**src/rtl/can_tx_scheduler.sv**
```systemverilog
// Purpose : shares one CAN node transmitter among NUM_REQ mailboxes, lowest 11-bit ID first,
//           with lost-arbitration retry/backoff, a WAIT_DONE timeout and per-requester ack/fail pulses.
// Latency : req_valid rising in IDLE -> tx_start 3 can_clk cycles later when tx_busy is low;
//           tx_done -> req_ack one cycle later.
// Backpressure: tx_busy holds the scheduler in LAUNCH; requesters hold req_valid until ack/fail.
// Ports   : can_clk/reset (async, active-high); req_valid/req_id/req_dlc/req_data packed per requester;
//           req_ack/req_fail one-cycle pulses; tx_start/tx_id/tx_dlc/tx_data frame to the node;
//           tx_busy/tx_done/tx_lost_arb status from the node; sched_state for debug.
module can_tx_scheduler #(
  parameter int NUM_REQ     = 4,
  parameter int RETRY_MAX   = 8,
  parameter int BACKOFF_CYC = 11,
  parameter int TIMEOUT_CYC = 256
) (
  input  logic                  can_clk,
  input  logic                  reset,
  input  logic [NUM_REQ-1:0]    req_valid,
  input  logic [NUM_REQ*11-1:0] req_id,
  input  logic [NUM_REQ*4-1:0]  req_dlc,
  input  logic [NUM_REQ*64-1:0] req_data,
  output logic [NUM_REQ-1:0]    req_ack,
  output logic [NUM_REQ-1:0]    req_fail,
  output logic                  tx_start,
  output logic [10:0]           tx_id,
  output logic [3:0]            tx_dlc,
  output logic [63:0]           tx_data,
  input  logic                  tx_busy,
  input  logic                  tx_done,
  input  logic                  tx_lost_arb,
  output logic [2:0]            sched_state
);

  localparam int WIN_W   = (NUM_REQ > 1) ? $clog2(NUM_REQ) : 1;
  localparam int RTY_W   = $clog2(RETRY_MAX + 1);
  localparam int TMR_MAX = (TIMEOUT_CYC > BACKOFF_CYC) ? TIMEOUT_CYC : BACKOFF_CYC;
  localparam int TMR_W   = $clog2(TMR_MAX + 1);

  typedef enum logic [2:0] {
    S_IDLE      = 3'd0,
    S_ARB       = 3'd1,
    S_LAUNCH    = 3'd2,
    S_WAIT_DONE = 3'd3,
    S_BACKOFF   = 3'd4
  } state_t;

  state_t             state;
  logic [WIN_W-1:0]   winner;
  logic [RTY_W-1:0]   retry_cnt;
  logic [RTY_W-1:0]   retry_nxt;
  logic [TMR_W-1:0]   timer;

  // Lowest-ID search. Strict less-than while scanning upward keeps ties on the lowest index.
  logic               arb_any;
  logic [WIN_W-1:0]   arb_idx;
  logic [10:0]        arb_id;
  logic [3:0]         arb_dlc;
  logic [63:0]        arb_data;

  always_comb begin
    arb_any  = 1'b0;
    arb_idx  = '0;
    arb_id   = '1;
    arb_dlc  = '0;
    arb_data = '0;
    for (int n = 0; n < NUM_REQ; n++) begin
      if (req_valid[n] && (!arb_any || (req_id[n*11 +: 11] < arb_id))) begin
        arb_any  = 1'b1;
        arb_idx  = n[WIN_W-1:0];
        arb_id   = req_id[n*11 +: 11];
        arb_dlc  = req_dlc[n*4 +: 4];
        arb_data = req_data[n*64 +: 64];
      end
    end
  end

  assign retry_nxt   = retry_cnt + 1'b1;
  assign sched_state = state;

  always_ff @(posedge can_clk or posedge reset) begin
    if (reset) begin
      state     <= S_IDLE;
      winner    <= '0;
      retry_cnt <= '0;
      timer     <= '0;
      req_ack   <= '0;
      req_fail  <= '0;
      tx_start  <= 1'b0;
      tx_id     <= '0;
      tx_dlc    <= '0;
      tx_data   <= '0;
    end else begin
      req_ack  <= '0;
      req_fail <= '0;
      tx_start <= 1'b0;
      case (state)
        S_IDLE: begin
          if (|req_valid) state <= S_ARB;
        end

        S_ARB: begin
          // A requester may have withdrawn between IDLE and ARB.
          if (!arb_any) begin
            state <= S_IDLE;
          end else begin
            winner  <= arb_idx;
            tx_id   <= arb_id;
            tx_dlc  <= (arb_dlc > 4'd8) ? 4'd8 : arb_dlc;
            tx_data <= arb_data;
            // A different frame (e.g. a lower ID arriving during backoff) starts a fresh retry history.
            if (arb_idx != winner) retry_cnt <= '0;
            state <= S_LAUNCH;
          end
        end

        S_LAUNCH: begin
          if (!tx_busy) begin
            tx_start <= 1'b1;
            timer    <= '0;
            state    <= S_WAIT_DONE;
          end
        end

        S_WAIT_DONE: begin
          timer <= timer + 1'b1;
          // Completion outranks a simultaneous lost-arbitration report.
          if (tx_done) begin
            req_ack[winner] <= 1'b1;
            retry_cnt       <= '0;
            state           <= S_IDLE;
          end else if (tx_lost_arb) begin
            if (retry_nxt == RTY_W'(RETRY_MAX)) begin
              req_fail[winner] <= 1'b1;
              retry_cnt        <= '0;
              state            <= S_IDLE;
            end else begin
              retry_cnt <= retry_nxt;
              timer     <= '0;
              state     <= S_BACKOFF;
            end
          end else if (timer == TMR_W'(TIMEOUT_CYC - 1)) begin
            // A timed-out frame is finished; its retry history goes with it.
            req_fail[winner] <= 1'b1;
            retry_cnt        <= '0;
            state            <= S_IDLE;
          end
        end

        S_BACKOFF: begin
          if (timer == TMR_W'(BACKOFF_CYC - 1)) begin
            timer <= '0;
            state <= S_ARB;
          end else begin
            timer <= timer + 1'b1;
          end
        end

        default: state <= S_IDLE;
      endcase
    end
  end

endmodule

```
**config.mk**
```make
export PLATFORM = sky130hd
export DESIGN_NAME = can_tx_scheduler
export DESIGN_NICKNAME = d
export VERILOG_FILES = /design/src/rtl/can_tx_scheduler.sv
export SDC_FILE = /design/constraint.sdc
export NUM_CORES = 1
export LEC_CHECK = 0
export ABC_AREA = 1
export BUFFER_PORTS_ARGS = -buffer_cell sky130_fd_sc_hd__buf_2
export CAP_MARGIN = 20
export CELL_PAD_IN_SITES_DETAIL_PLACEMENT = 1
export CELL_PAD_IN_SITES_GLOBAL_PLACEMENT = 1
export CORE_ASPECT_RATIO = 0.5
export CORE_MARGIN = 5
export CORE_UTILIZATION = 33
export DETAILED_ROUTE_END_ITERATION = 10
export PLACE_DENSITY = 0.95
export SETUP_SLACK_MARGIN = 0.5
export SYNTH_ARGS = -nofsm -noshare
export SYNTH_HDL_FRONTEND = slang
export SYNTH_SLANG_ARGS = --single-unit
```
**constraint.sdc**
```tcl
create_clock -name can_clk -period 6.2 [get_ports can_clk]
set_input_delay 1.86 -clock can_clk [delete_from_list [all_inputs] [get_ports can_clk]]
set_output_delay 1.86 -clock can_clk [all_outputs]
set_load 0.005 [all_outputs]
```
==> flow_summary.yaml, run 1 <==
worst_hold_path:
  whs_endpoint: "tx_data[15]"
  min_path_type: "reg -> reg"
  holdCritStartpoint: "tx_data[15]"
  whs_path_depth: 2
critical_path:
  cpMostUsedCell: "nand2_1"
  reg2regPathDepth: 11
  cp_slowest_cell: "ha_1"
  required_ns: 6.52
  crit_arrival_ns: 6.84
  critical-path-top-delay-family: "simple AND/OR/NAND/NOR gates"
  crit_path_start_kind: "primary input"
  reg2reg_setup_slack_ns: 3.44
  crit_path_end_kind: "flip-flop"
  rr_startpoint: "sched_state[0]"
  path_max_fanout: 10
  slowest_delay_ns: 0.34
  r2r_end: "tx_data[6]"
  critPathKind: "in -> reg"
  path_buf_inv: 7
layout:
  drive_gt1_frac: 0.425
  final-seq-area_um2: 2650
  design_area_um2: 11900
  fin_nets: 1902
  syn2layout_area_growth_pct: 56.3
  fillCellCount: 2989
  multi_input_area_um2: 5260
synthesis:
  ys_types: 34
  yosys.area.top_type: "dfrtp_1"
  synth_warnings: 0
  synth_area_um2: 7590
  synthFlopType: "dfrtp_1"
  syn_area_per_cell_um2: 6.90
  syn_nets: 1458
  ys_ff_latch: 106
  synth.most_common_cell: "nand2_1"
  yosysSeqAreaShare: 0.349
  synthArstFlopShare: 1.00
  yosys.area.top_type_share: 0.349
  synth-edff-count: 0
  yosys-top-cells-count: "386 x nand2_1, 106 x dfrtp_1, 95 x nand3_1"
  synthTopCellsByArea: "dfrtp_1 35%, nand2_1 19%, o211ai_1 6.6%"
  synth_cells: 1100
clocking:
  tritoncts: "yes"
  clk_path_buf_depth: 2
  root_buffer: "clkbuf_16"
  clk_latency_ns: 0.38
  cts_sinks: 106
  htreeDepth: 3
  cts_buffers: 9
  clk_pin_slew_ns: 0.08
timing:
  fin_crit_ns: 6.52
  fin_crit_sh: 1.05
  hold_slack_ns: 0.485
  fmax_mhz: 153
  finalSetupTns_ns: -19.15
  rsz0062_at_grt: "true"
  layout_setup_ws_ns: -0.323
  setup_violations: 84
  clock_skew_ns: 0.00777
  drv_slew: 0
  hold_viol_final: 0
  tightest_slew_ns: 0.858
  max_slew_margin: 0.428
place:
  dpl.hpwl_um: 29200
  dpl_cell_area_um2: 10400
  io_buffers: 415
  routabilityCongestion: 0.929
  dp_slack_ns: -0.930
drt:
  top_layer_used: "met4"
  wirelength_um: 42500
  drc: 0
  drtIter0Drc: 755
  wl_met3_um: 2530
  wl_met2_um: 21300
  m1WireLength_um: 16600
  num_vias: 10400
  drt_pass1_iterations: 5
  vias_per_cell: 5.61
  antenna_left: 0
  post_drt_wl_per_cell_um: 22.8
grt:
  grt_max_degree: 75
  grt-ovfl-total: 0
  grt_pass1_wl_um: 58400
  track_usage: 0.284
  grt_pass1_vias: 10300
  antenna_found_initial: 6
die:
  fp.dieH_um: 117
  core_um2: 22700
  rows: 39
  top_level_ports: 416
  start_util: 0.334
  dieArea_um2: 26300
  die_w_um: 225
pwr:
  power.density_nw_per_um2: 207
  leakage_nw: 6.07
  power_mw: 2.45
  ir_drop_v: 0.000119
run_status:
  outcome: "finished with violations"
  violations: "negative setup slack"
flow_run:
  timing.max_cap.violations: 0
## cells by family after synthesis
family | after synthesis | share of synthesized area
compound gates | 274 | 0.216
simple gates | 549 | 0.297
flops | 106 | 0.349
xor+xnor | 4 | 0.00461
fa+ha+maj | 33 | 0.0544
buf+inv | 134 | 0.0784
## flip-flops by register name, summed over array words and instances, names as in the netlist
signal,count
timer,9
tx_dlc,4
tx_data,64
retry_cnt,4
req_ack,4
sched_state,3
req_fail,4
tx_id,11
tx_start,1
winner,2
## what timing repair did
action | CTS | global route
pin swaps | 24 | 16
buffers inserted | 10 | 9
hold buffers | 0 | 0
cloned | 8 | 3
endpoints found under the setup margin | 85 | 85
gates resized for setup | 70 | 97
## where the power goes
| part | internal, mW | total [mW] | switching (mW) |
|---|---|---|---|
| logic | 0.417 | 0.985 | 0.568 |
| registers | 0.793 | 0.859 | 0.0666 |
| clock network | 0.284 | 0.609 | 0.325 |
## worst register-to-register path, delay by kind of cell, from the launching register on
kind / cells / cell delay, ns
AND/OR/NAND/NOR: 4 / 0.90
AO/OA/AOI/OAI: 2 / 0.32
flip-flops: 1 / 0.43
buffers and inverters: 5 / 1.05
## cell type report
class,count,area share
flip-flops and latches,106,0.223
clock buffers,9,0.0190
repair buffers,509,0.257
clock inverters,7,0.00580
diodes,7,0.00148
multi-input cells,866,0.443
well taps,307,0.0323
inverters,52,0.0181
## through the flow
| step | util | instances |
|---|---|---|
| 4_1_cts | 0.492 | 1844 |
| 6_report | 0.522 | 1863 |
| 2_1_floorplan | - | 1100 |
| 3_5_place_dp | 0.458 | 1810 |
| 5_1_grt | 0.522 | 1862 |
| 3_3_place_gp | 0.458 | 1810 |
## worst max-delay path by stage
stage                      start      endpoint  slack, ns  cells after the start
floorplan           req_valid[0]   tx_data[39]      -0.19                     38
global placement    req_valid[0]     tx_dlc[1]      -0.63                     32
detailed placement  req_valid[0]  retry_cnt[0]      -0.93                     38
CTS                 req_valid[0]  retry_cnt[0]       0.05                     41
global route        req_valid[0]  retry_cnt[2]      -0.49                     37
finish              req_valid[0]      tx_id[7]      -0.32                     36
## placed cells by master (no fill, tap or decap), types with 11 or more instances in the layout
| master | Yosys | layout |
|---|---|---|
| nor2_1 | 40 | 31 |
| buf_2 | 7 | 414 |
| buf_6 | 9 | 11 |
| o21ai_1 | 74 | 73 |
| nand2_2 | 4 | 17 |
| ha_1 | 33 | 19 |
| a21oi_2 | 0 | 13 |
| a31oi_4 | 0 | 11 |
| nand3_1 | 95 | 90 |
| clkbuf_16 | 0 | 12 |
| o211ai_1 | 67 | 67 |
| a31oi_1 | 69 | 50 |
| buf_4 | 2 | 70 |
| o21ai_2 | 0 | 17 |
| ha_4 | 0 | 11 |
| inv_1 | 50 | 43 |
| dfrtp_1 | 106 | 106 |
| nand2_1 | 386 | 364 |
## metal layers
| layer | GRT usage | up-vias |
|---|---|---|
| met5 | 0 | - |
| met4 | 0.121 | 0 |
| met3 | 0.0581 | 162 |
| met2 | 0.488 | 465 |
| met1 | 0.355 | 5129 |
| li1 | - | 4692 |
Power figures use the tool's default switching activity.
==> run 2: changes to the inputs <==
--- a/config.mk
+++ b/config.mk
@@ -10,7 +10,6 @@
 export CAP_MARGIN = 20
 export CELL_PAD_IN_SITES_DETAIL_PLACEMENT = 1
 export CELL_PAD_IN_SITES_GLOBAL_PLACEMENT = 1
-export CORE_ASPECT_RATIO = 0.5
 export CORE_MARGIN = 5
 export CORE_UTILIZATION = 33
 export DETAILED_ROUTE_END_ITERATION = 10
==> constraint.sdc (replaced) <==
create_clock -name can_clk -period 6.2 [get_ports can_clk]
set_input_delay 1.86 -clock can_clk [delete_from_list [all_inputs] [get_ports can_clk]]
set_output_delay 1.86 -clock can_clk [all_outputs]
set_load 0.05 [all_outputs]
==> run 2 against run 1 <==
  * The flow still finishes with violations (negative setup slack)
  * Die area shrank 0.70%
  * Sequential share of layout area is 1.6 points lower
  * Clock-buffer cell count unchanged
  * Clock power decreased by 6.6%
  * Clock skew up 0.00059 ns
  * Core utilization grew 4.4 points
  * Flip-flop and latch count unchanged
  * Critical path depth up 4
  * Sequential power is essentially flat
  * Total power increased by 20%
  * Non-clock buffer count increased by 15
  * Register-to-register slack got worse by 0.29 ns
==> flow_summary.yaml, run 2 (synthesized netlist as in run 1, its figures left out) <==
run_status:
  outcome: "finished with violations"
  violations: "negative setup slack"
timing:
  max_slew_margin: 0.303
  layout_setup_ws_ns: -0.130
  rsz0062_at_grt: "true"
  fin_crit_sh: 1.02
  hold_viol_final: 0
  clock_skew_ns: 0.00836
  fin_crit_ns: 6.33
  fmax_mhz: 158
  hold_slack_ns: 0.472
  finalSetupTns_ns: -2.81
  tightest_slew_ns: 1.04
  setup_violations: 53
  drv_slew: 0
layout:
  final_common_cell: "buf_2"
  design_area_um2: 12800
  fin_nets: 1914
  largest_register: "tx_data"
  reg.largest.list: "tx_data x64, tx_id x11, timer x9"
  layoutNonFillerInstCount: 1846
  post-route-util: 0.566
  largest_reg_flops: 64
  drive_gt1_frac: 0.469
  layout_common_cells: "414 x buf_2, 360 x nand2_1, 106 x dfrtp_1"
  syn2layout_area_growth_pct: 68.7
drt:
  post_drt_wl_per_cell_um: 24.2
  drt_pass1_iterations: 5
  antenna_left: 0
  drc: 0
  vias_per_cell: 5.73
  drtIter0Drc: 544
  num_vias: 10600
  wirelength_um: 44700
place:
  io_buffers: 415
  dpl.hpwl_um: 27900
  dp_slack_ns: -0.911
  dpl_cell_area_um2: 10400
  dp.cells: 1787
  routabilityCongestion: 0.941
critical_path:
  cp_slowest_cell: "ha_4"
  required_ns: 6.45
  slowest_delay_ns: 0.31
  crit_path_end_kind: "flip-flop"
  r2r_end: "tx_data[48]"
  critPathKind: "in -> reg"
  reg2regPathDepth: 11
  cpMostUsedCell: "nand2_1"
  path_max_fanout: 8
  crit_path_start_kind: "primary input"
  crit_arrival_ns: 6.58
  crit_start: "req_valid[0]"
  rr_startpoint: "sched_state[0]"
  reg2reg_setup_slack_ns: 3.15
die:
  top_level_ports: 416
  die_w_um: 162
  dieArea_um2: 26100
  core_um2: 22600
  start_util: 0.335
  fp.dieH_um: 162
  rows: 55
grt:
  track_usage: 0.297
  grt_pass1_vias: 11300
  grt_max_degree: 84
  antenna_found_initial: 3
  grt-ovfl-total: 0
  grt_pass1_wl_um: 61800
clocking:
  clk_path_buf_depth: 2
  cts_sinks: 106
  clk_pin_slew_ns: 0.08
  tritoncts: "yes"
  cts_buffers: 9
  htreeDepth: 3
  root_buffer: "clkbuf_16"
  clk_latency_ns: 0.36
flow_run:
  timing.max_cap.violations: 0
pwr:
  power.density_nw_per_um2: 229
  power_mw: 2.94
  ir_drop_v: 0.000118
  leakage_nw: 6.29
worst_hold_path:
  whs_path_depth: 2
  whs_endpoint: "tx_data[22]"
  min_path_type: "reg -> reg"
  holdCritStartpoint: "tx_data[22]"
-- run 2: changes by cell type in the layout (fill, tap and decap cells not counted), sizes merged --
cell	previous run	this run
buf	505	520
bufbuf	1	0
clkbuf	12	13
clkinvlp	2	3
diode	7	1
inv	55	53
nand2	397	394
-- run 2: per-layer routing --
layer	part of all wire	vias to the layer above	track usage
met4	0.067	4	0.173
met3	0.067	192	0.0566
met1	0.36	5099	0.324
met5	0.00031	-	0
li1	-	4706	-
met2	0.51	584	0.537
-- run 2: worst max-delay path by stage --
| stage | end | slack (ns) | cells after the start |
|---|---|---|---|
| 2_1_floorplan | tx_data[0] | -0.21 | 39 |
| 3_3_place_gp | retry_cnt[0] | -0.64 | 36 |
| 3_5_place_dp | retry_cnt[1] | -0.91 | 35 |
| 4_1_cts | tx_data[58] | 0.11 | 40 |
| 5_1_grt | tx_id[6] | -0.34 | 45 |
| 6_report | tx_data[12] | -0.13 | 40 |
-- run 2: what timing repair did --
| action | 4_1_cts | 5_1_grt |
|---|---|---|
| resized for setup | 150 | 154 |
| hold buffers | 0 | 0 |
| endpoints found under the hold margin | 0 | 0 |
| endpoints found under the setup margin | 85 | 85 |
| pin swaps | 52 | 34 |
| setup buffers | 18 | 10 |
| cloned | 11 | 4 |
-- run 2: area by class of cell --
class	instances	area, um^2
fill	2784	9830
multi-input combinational	863	5860
timing repair buffer	524	3440
sequential	106	2650
tap	285	357
clock buffer	9	225
inverter	52	225
clock inverter	6	51.3
antenna	1	2.50
-- run 2: report_power, final --
| part | internal, mW | switching [mW] |
|---|---|---|
| registers | 0.793 | 0.0651 |
| logic | 0.505 | 1.00 |
| clock network | 0.276 | 0.293 |
-- run 2: worst max-delay path, delay by kind of cell --
kind,cells,cell delay [ns]
AO/OA/AOI/OAI,6,0.64
AND/OR/NAND/NOR,21,2.07
adder cells (fa/ha/maj),3,0.84
buffers and inverters,10,1.14
==> run 3: changes to the inputs <==
--- a/config.mk
+++ b/config.mk
@@ -12,6 +12,7 @@
 export CELL_PAD_IN_SITES_GLOBAL_PLACEMENT = 1
 export CORE_MARGIN = 5
 export CORE_UTILIZATION = 33
+export CTS_BUF_LIST = sky130_fd_sc_hd__clkbuf_4 sky130_fd_sc_hd__clkbuf_8
 export DETAILED_ROUTE_END_ITERATION = 10
 export PLACE_DENSITY = 0.95
 export SETUP_SLACK_MARGIN = 0.5
==> run 3 against run 2 <==
  * The flow still finishes with violations (negative setup slack)
  * Clock power fell by 26%
  * Combinational power fell by 5%
  * Fmax rose by 1.8%
  * Die area did not move
  * Flip-flop and latch count did not move
  * First-iteration DRC count rose by 12%
  * Clock skew rose by 0.0079 ns
  * Core utilization fell by 2.1 points
  * Total power fell by 7.9%
  * Sequential share of layout area rose by 0.80 points
  * Setup slack improved by 0.11 ns
  * Critical endpoint is now tx_id[4]
==> flow_summary.yaml, run 3 (synthesized netlist as in run 1, its figures left out) <==
run_status:
  outcome: "finished with violations"
  violations: "negative setup slack"
clocking:
  clk_pin_slew_ns: 0.11
  root_buffer: "clkbuf_8"
  cts_sinks: 106
  clk_path_buf_depth: 2
  tritoncts: "yes"
  htreeDepth: 3
  clk_latency_ns: 0.40
  cts_buffers: 9
timing:
  clock_skew_ns: 0.0163
  fmax_mhz: 161
  drv_slew: 0
  hold_viol_final: 0
  fin_crit_ns: 6.22
  rsz0062_at_grt: "true"
  layout_setup_ws_ns: -0.0182
  setup_violations: 2
  tightest_slew_ns: 0.977
  max_slew_margin: 0.347
  finalSetupTns_ns: -0.0231
  hold_slack_ns: 0.483
  fin_crit_sh: 1.00
layout:
  largest_reg_flops: 64
  layoutNonFillerInstCount: 1839
  multi_input_area_um2: 5640
  design_area_um2: 12300
  layout_common_cells: "414 x buf_2, 366 x nand2_1, 106 x dfrtp_1"
  post-route-util: 0.545
  final-seq-area_um2: 2650
  syn2layout_area_growth_pct: 62.4
  drive_gt1_frac: 0.447
  final_common_cell: "buf_2"
  reg.largest.list: "tx_data x64, tx_id x11, timer x9"
  fillCellCount: 2869
  fin_nets: 1907
  largest_register: "tx_data"
critical_path:
  slowest_delay_ns: 0.31
  crit_start: "req_valid[0]"
  required_ns: 6.48
  path_max_fanout: 9
  crit_path_end_kind: "flip-flop"
  crit_path_start_kind: "primary input"
  crit_arrival_ns: 6.49
  rr_startpoint: "sched_state[0]"
  cp_slowest_cell: "ha_4"
  cpMostUsedCell: "nand2_1"
  reg2reg_setup_slack_ns: 3.24
  critPathKind: "in -> reg"
grt:
  antenna_found_initial: 3
  track_usage: 0.284
  grt-ovfl-total: 0
  grt_pass1_vias: 11100
  grt_pass1_wl_um: 59300
  grt_max_degree: 84
pwr:
  ir_drop_v: 0.0000949
  power.density_nw_per_um2: 219
  power_mw: 2.71
  leakage_nw: 6.13
drt:
  wirelength_um: 41800
  wl_met2_um: 21200
  m1WireLength_um: 15500
  vias_per_cell: 5.65
  top_layer_used: "met5"
  num_vias: 10400
  post_drt_wl_per_cell_um: 22.7
  drc: 0
  drt_pass1_iterations: 5
  antenna_left: 0
  wl_met3_um: 2590
  drtIter0Drc: 611
die:
  die_w_um: 162
  fp.dieH_um: 162
  start_util: 0.335
  top_level_ports: 416
  core_um2: 22600
  rows: 55
  dieArea_um2: 26100
place:
  io_buffers: 415
  dp.cells: 1787
  routabilityCongestion: 0.941
  dpl.hpwl_um: 27900
  dpl_cell_area_um2: 10400
  dp_slack_ns: -0.911
worst_hold_path:
  min_path_type: "reg -> reg"
  holdCritStartpoint: "tx_data[5]"
flow_run:
  timing.max_cap.violations: 0
[run 3: area by class of cell]
| class | count | share of cell area |
|---|---|---|
| diodes | 1 | 0.000203 |
| multi-input cells | 864 | 0.457 |
| inverters | 52 | 0.0179 |
| well taps | 285 | 0.0289 |
| repair buffers | 516 | 0.267 |
| flip-flops and latches | 106 | 0.215 |
| clock buffers | 9 | 0.0100 |
| clock inverters | 6 | 0.00416 |
[run 3: worst max-delay path, delay by kind of cell]
| family | cells | cell delay, ns |
|---|---|---|
| simple gates | 17 | 2.19 |
| compound gates | 8 | 1.04 |
| fa+ha+maj | 3 | 0.84 |
| buf+inv | 5 | 0.54 |
[run 3: worst paths after layout]
check | endpoint | cells after the start
worst max register to register | tx_data[51] | 11
max in group asynchronous | tx_data[0] | 3
worst min-delay path | tx_data[5] | 2
worst min register to register | tx_data[5] | 2
worst max-delay path | tx_id[4] | 33
min in group asynchronous | tx_data[48] | 2
[run 3: power breakdown]
part | internal [mW] | switching, mW
clock network | 0.149 | 0.270
logic | 0.468 | 0.962
registers | 0.792 | 0.0641
[run 3: timing repair]
| action | in CTS | in global routing |
|---|---|---|
| setup buffers | 14 | 8 |
| setup endpoints to repair | 85 | 85 |
| hold buffers | 0 | 0 |
| gates resized for setup | 106 | 146 |
| pin swaps | 28 | 35 |
| gates cloned | 9 | 5 |
[run 3: routing by layer]
layer  vias up  global-route usage
met2       506               0.519
met5         -                   0
met3       148              0.0497
met4         4               0.150
li1       4691                   -
met1      5041               0.316
